==> src/rtl/fib_sequencer.sv <==
// fib_sequencer
//   Controller for the Fibonacci term datapath. After an accepted start it
//   loads the two term registers with 1, 1. It then emits one term per cycle
//   (1, 1, 2, 3, 5, ...) until n_terms terms have been produced, and pulses
//   done. hold stalls progress while in RUN. A sticky ovf flag records that a
//   term which wrapped modulo 2^WIDTH was reached.
//
//   Optional feature macro: FIB_OVF_STOP_EN
//     defined   - the first wrapped term is suppressed, ovf is set and the
//                 sequence ends early through DONE.
//     undefined - wrapped terms are emitted modulo 2^WIDTH and the sequence
//                 runs to the requested count.
//
// Ports
//   clk        in   1      clock, all state on posedge
//   reset      in   1      synchronous active-high reset
//   start      in   1      request a new sequence (only honoured in IDLE)
//   n_terms    in   CNT_W  number of terms, captured with the accepted start
//   hold       in   1      stall while in RUN
//   term       out  WIDTH  current term value (register a)
//   term_valid out  1      term is valid this cycle (combinational from hold)
//   busy       out  1      high in LOAD and RUN
//   done       out  1      one-cycle completion pulse
//   ovf        out  1      sticky wrap flag, cleared on the next accepted start
module fib_sequencer #(
  parameter int WIDTH = 4,
  parameter int CNT_W = 4
) (
  input  logic             clk,
  input  logic             reset,
  input  logic             start,
  input  logic [CNT_W-1:0] n_terms,
  input  logic             hold,
  output logic [WIDTH-1:0] term,
  output logic             term_valid,
  output logic             busy,
  output logic             done,
  output logic             ovf
);

  typedef enum logic [1:0] {
    S_IDLE = 2'd0,
    S_LOAD = 2'd1,
    S_RUN  = 2'd2,
    S_DONE = 2'd3
  } state_t;

  state_t           state_q, state_d;
  logic [WIDTH-1:0] a_q, a_d, b_q, b_d;
  logic             aw_q, aw_d, bw_q, bw_d;
  logic [CNT_W-1:0] cnt_q, cnt_d;
  logic [CNT_W-1:0] nlat_q, nlat_d;
  logic             ovf_q, ovf_d;

  // Extra bit holds the carry out of the term addition.
  logic [WIDTH:0]   sum;
  logic [CNT_W-1:0] last_cnt;
  logic             stop_hit;

  assign sum      = {1'b0, a_q} + {1'b0, b_q};
  assign last_cnt = nlat_q - CNT_W'(1);

  // stop_hit marks a RUN cycle whose term must be swallowed rather than
  // emitted; it can only be set when early stop on wrap is built in.
`ifdef FIB_OVF_STOP_EN
  assign stop_hit = aw_q;
`else
  assign stop_hit = 1'b0;
`endif

  always_ff @(posedge clk) begin
    if (reset) begin
      state_q <= S_IDLE;
      a_q     <= '0;
      b_q     <= '0;
      aw_q    <= 1'b0;
      bw_q    <= 1'b0;
      cnt_q   <= '0;
      nlat_q  <= '0;
      ovf_q   <= 1'b0;
    end else begin
      state_q <= state_d;
      a_q     <= a_d;
      b_q     <= b_d;
      aw_q    <= aw_d;
      bw_q    <= bw_d;
      cnt_q   <= cnt_d;
      nlat_q  <= nlat_d;
      ovf_q   <= ovf_d;
    end
  end

  always_comb begin
    state_d = state_q;
    a_d     = a_q;
    b_d     = b_q;
    aw_d    = aw_q;
    bw_d    = bw_q;
    cnt_d   = cnt_q;
    nlat_d  = nlat_q;
    ovf_d   = ovf_q;
    unique case (state_q)
      S_IDLE: begin
        if (start) begin
          ovf_d = 1'b0;
          if (n_terms != '0) begin
            nlat_d  = n_terms;
            state_d = S_LOAD;
          end else begin
            // Empty request: complete the handshake without emitting.
            state_d = S_DONE;
          end
        end
      end
      S_LOAD: begin
        a_d     = WIDTH'(1);
        b_d     = WIDTH'(1);
        aw_d    = 1'b0;
        bw_d    = 1'b0;
        cnt_d   = '0;
        state_d = S_RUN;
      end
      S_RUN: begin
        if (!hold) begin
          if (aw_q) ovf_d = 1'b1;
          if (stop_hit) begin
            state_d = S_DONE;
          end else begin
            a_d   = b_q;
            aw_d  = bw_q;
            b_d   = sum[WIDTH-1:0];
            // Wrap is inherited: once any operand wrapped, so do all
            // later terms, even if the truncated sum happens not to carry.
            bw_d  = sum[WIDTH] | aw_q | bw_q;
            cnt_d = cnt_q + CNT_W'(1);
            if (cnt_q == last_cnt) state_d = S_DONE;
          end
        end
      end
      S_DONE: begin
        state_d = S_IDLE;
      end
      default: begin
        state_d = S_IDLE;
      end
    endcase
  end

  assign term       = a_q;
  assign term_valid = (state_q == S_RUN) & ~hold & ~stop_hit;
  assign busy       = (state_q == S_LOAD) | (state_q == S_RUN);
  assign done       = (state_q == S_DONE);
  assign ovf        = ovf_q;

endmodule

==> config.mk <==
export PLATFORM = sky130hd
export DESIGN_NAME = fib_sequencer
export DESIGN_NICKNAME = d
export VERILOG_FILES = /design/src/rtl/fib_sequencer.sv
export SDC_FILE = /design/constraint.sdc
export NUM_CORES = 1
export LEC_CHECK = 0
export ABC_AREA = 1
export BUFFER_PORTS_ARGS = -buffer_cell sky130_fd_sc_hd__buf_2
export CORE_ASPECT_RATIO = 1.25
export CORE_MARGIN = 10
export CORE_UTILIZATION = 30
export DETAILED_ROUTE_END_ITERATION = 8
export PLACE_DENSITY_LB_ADDON = 0.05
export RECOVER_POWER = 100
export SLEW_MARGIN = 15
export SYNTH_ARGS = -nofsm -noshare
export SYNTH_HDL_FRONTEND = slang
export SYNTH_SLANG_ARGS = --single-unit
export TNS_END_PERCENT = 30
==> constraint.sdc <==
create_clock -name clk -period 2 [get_ports clk]
set_input_delay 0.4 -clock clk [delete_from_list [all_inputs] [get_ports clk]]
set_output_delay 0.4 -clock clk [all_outputs]
set_load 0.05 [all_outputs]
==> out/qor.yml <==
sta:
  worst_slew_pin_slew_ns: 0.6232
  finalHoldViolCount: 0
  finalCriticalPeriod_ns: 1.873
  rsz0062_at_grt: "no"
  max_freq_ghz: 0.5338
  finalCritPeriodShare_pct: 93.66
  final_max_slew_viol_count: 0
  setup_viol: 0
  maxSlewHeadroom_pct: 58.30
  finalSetupTns_ns: 0
  skew_ns: 0.003500
setup_path:
  critPathTopFamily: "buffers and inverters"
  cp_max_fo: 12
  cp-start-kind: "flip-flop"
  required_ns: 1.60
  worstPathCellList: "inv_1 > ha_2 > nand2_4 > inv_4 > buf_4"
  r2r_cells: 6
  cp_slowest_stage_delay_ns: 0.34
  arrival_ns: 1.47
  end_kind: "output port"
  r2r_start: "state_q[0]$_SDFFE_PP0P_"
  r2r-end: "cnt_q[0]$_SDFFE_PP0P_"
  critPathKind: "flip-flop to output port"
  path_buf_inv: 3
  crit_slowest_cell: "dfxtp_1"
  reg2reg_slack_ns: 0.35
logic_synthesis:
  synthFlopType: "dfxtp_1"
  syn_area_um2: 1191
  yosysUniqueCellTypes: 26
  synth_area_leader_cell: "dfxtp_1"
  ys_seq_elements: 21
  synth_nets: 178
  synth_top_area_share_pct: 35.29
  synth-edff-count: 0
  ys.warnings.count: 0
  synthCells: 159
  yosys.cell_count.top_type: "nand2_1"
  ys_async_sr_fraction_pct: 0
  synth_commonest_cells: "nand2_1, a21oi_1, dfxtp_1"
  syn_avg_cell_area_um2: 7.491
  synth_area_leaders: "dfxtp_1, nand2_1, ha_1"
  yosysSeqAreaShare_pct: 35.29
clock_network:
  clock_sinks: 21
  cts_setup_buffers: 0
  cts_tree: "yes"
  cts_buffers: 3
  cts.clk_slew.worst_paths_ns: 0.08
  cts_max_path_buffers: 2
  cts_max_level: 1
  worstSkewPairLatency_ns: 0.26
  clockRootBuffer: "clkbuf_8"
power:
  p_comb_share_pct: 48.0
  clockPowerShare_pct: 18.3
  p_sw_mw: 0.7185
  peakVddDrop_mv: 0.6207
  p_leak_nw: 0.6182
  swShare_pct: 45.68
  p_int_mw: 0.8544
  power.density_nw_per_um2: 1176
  power_frac_seq_pct: 33.8
flow_run:
  cap_violations: 0
global_routing:
  met2_usage_pct: 12.57
  grt_antenna_before_repair: 0
  use_met1_pct: 9.195
  grt_max_degree: 17
  grt_use_met3_pct: 2.092
  grt.busiest_layer: "met2"
  grt_pass1_vias: 946
  gr-total-overflow: 0
  grt_pass1_wl_mm: 4.443
  grt_usage_pct: 7.758
floorplan:
  die_w_um: 76.36
  num_rows: 25
  io_pins: 16
  initial_utilization_pct: 31.21
  die_h_um: 90.45
  core_area_um2: 3816
  dieArea_um2: 6907
routing:
  ant_nets: 0
  wl_per_cell_um: 11.52
  drt_iter0_markers: 69
  vias: 1028
  vias_per_cell: 4.489
  post-route-drc-count: 0
  first_pass_iters: 4
  wl_mm: 2.639
finish:
  area_growth_pct: 12.29
  fin_util_pct: 35.05
  drive_gt1_share_pct: 12.57
  antenna_cells: 0
  nets: 195
status:
  status: "finished, final reports clean"
placed_design:
  port_buffers: 15
  hpwl_mm: 2.031
  gp_congestion: 0.7438
worst_hold_path:
  holdPathStages: 3
  hold_start: "n_terms[3]"
  whs_endpoint: "nlat_q[3]$_SDFFE_PP0P_"
  hp-class: "primary input to flip-flop"
placed cells by master, fill, tap and decap left out, drive strengths merged:
cell    count
a21oi      23
xor2        1
nor3        2
buf         8
a211oi      3
nand3       6
ha         10
nor2       14
or2         1
clkinv      1
fa          1
a21o        1
clkbuf     10
o21ai      10
dfxtp      21
inv        21
nand2      41
xnor2       1
through the flow:
step           std cells  setup slack, ns  hold WS, ns  cell area, um^2  power [mW]
3_3_place_gp         225           0.2868       0.4714             1311       1.320
5_1_grt              229          0.04996       0.4383             1338       1.723
3_5_place_dp         225           0.2183       0.4573             1311       1.331
4_1_cts              229          0.01743       0.3999             1360       1.629
2_1_floorplan        159           0.1980       0.4442             1191       1.182
6_report             229           0.1268       0.4075             1338       1.573
layer usage:
metal	up-vias	part of all wire [%]
met4	0	1.9
met5	-	0
li1	548	-
met2	15	47
met3	5	3.8
met1	460	47
power groups by stage:
stage | Sequential [mW] | Clock, mW | Combinational [mW]
6_report | 0.531 | 0.287 | 0.755
5_1_grt | 0.542 | 0.322 | 0.859
4_1_cts | 0.532 | 0.302 | 0.794
3_5_place_dp | 0.543 | 0 | 0.789
3_3_place_gp | 0.539 | 0 | 0.781
2_1_floorplan | 0.565 | 0 | 0.617
registers in the layout, indices dropped and copies added, names as in the netlist:
signal	flops
nlat_q	4
cnt_q	4
b_q	4
term	4
state_q	2
bw_q	1
aw_q	1
ovf	1
final cells by class:
class	count	area, um^2
clock buffers	3	41.29
fillers	445	2479
clock inverters	1	5.005
flip-flops and latches	21	420.4
repair buffers	15	70.07
well taps	54	67.56
inverters	21	81.33
multi-input cells	114	651.9
repair_timing:
action                                 CTS  global route
resized for setup                        1             2
endpoints found under the hold margin    0             0
cloned                                   0             0
setup endpoints to repair                1             1
hold buffers                             0             0
worst register-to-register path, stage by stage, from the launching register on:
cell	delay [ns]
dfxtp_1	0.38
inv_1	0.09
ha_2	0.24
nor2_1	0.51
nor2_8	0.13
nor2_1	0.12
a211oi_1	0.05
how the worst max path moves through the flow:
| stage | cells past startpoint | to | slack, ns | from |
|---|---|---|---|---|
| after floorplan | 7 | b_q[3]$_SDFFE_PP0P_ | 0.20 | term[1]$_SDFFE_PP0P_ |
| after global placement | 5 | term_valid | 0.29 | state_q[0]$_SDFFE_PP0P_ |
| after detailed placement | 5 | term_valid | 0.22 | state_q[0]$_SDFFE_PP0P_ |
| after CTS | 5 | term_valid | 0.02 | state_q[0]$_SDFFE_PP0P_ |
| after global routing | 5 | term_valid | 0.05 | state_q[0]$_SDFFE_PP0P_ |
| final | 5 | term_valid | 0.13 | state_q[0]$_SDFFE_PP0P_ |
cell families after synthesis:
group | after synthesis | share of synthesized area (%)
xor gates and xnor gates | 2 | 1.471
adders and majority gates | 11 | 12.18
and+or+nand+nor | 64 | 24.48
AOI/OAI and AO/OA | 37 | 17.86
buffers and inverters | 24 | 8.719
DFF | 21 | 35.29
Note: power is estimated with default switching activity, not from simulation.
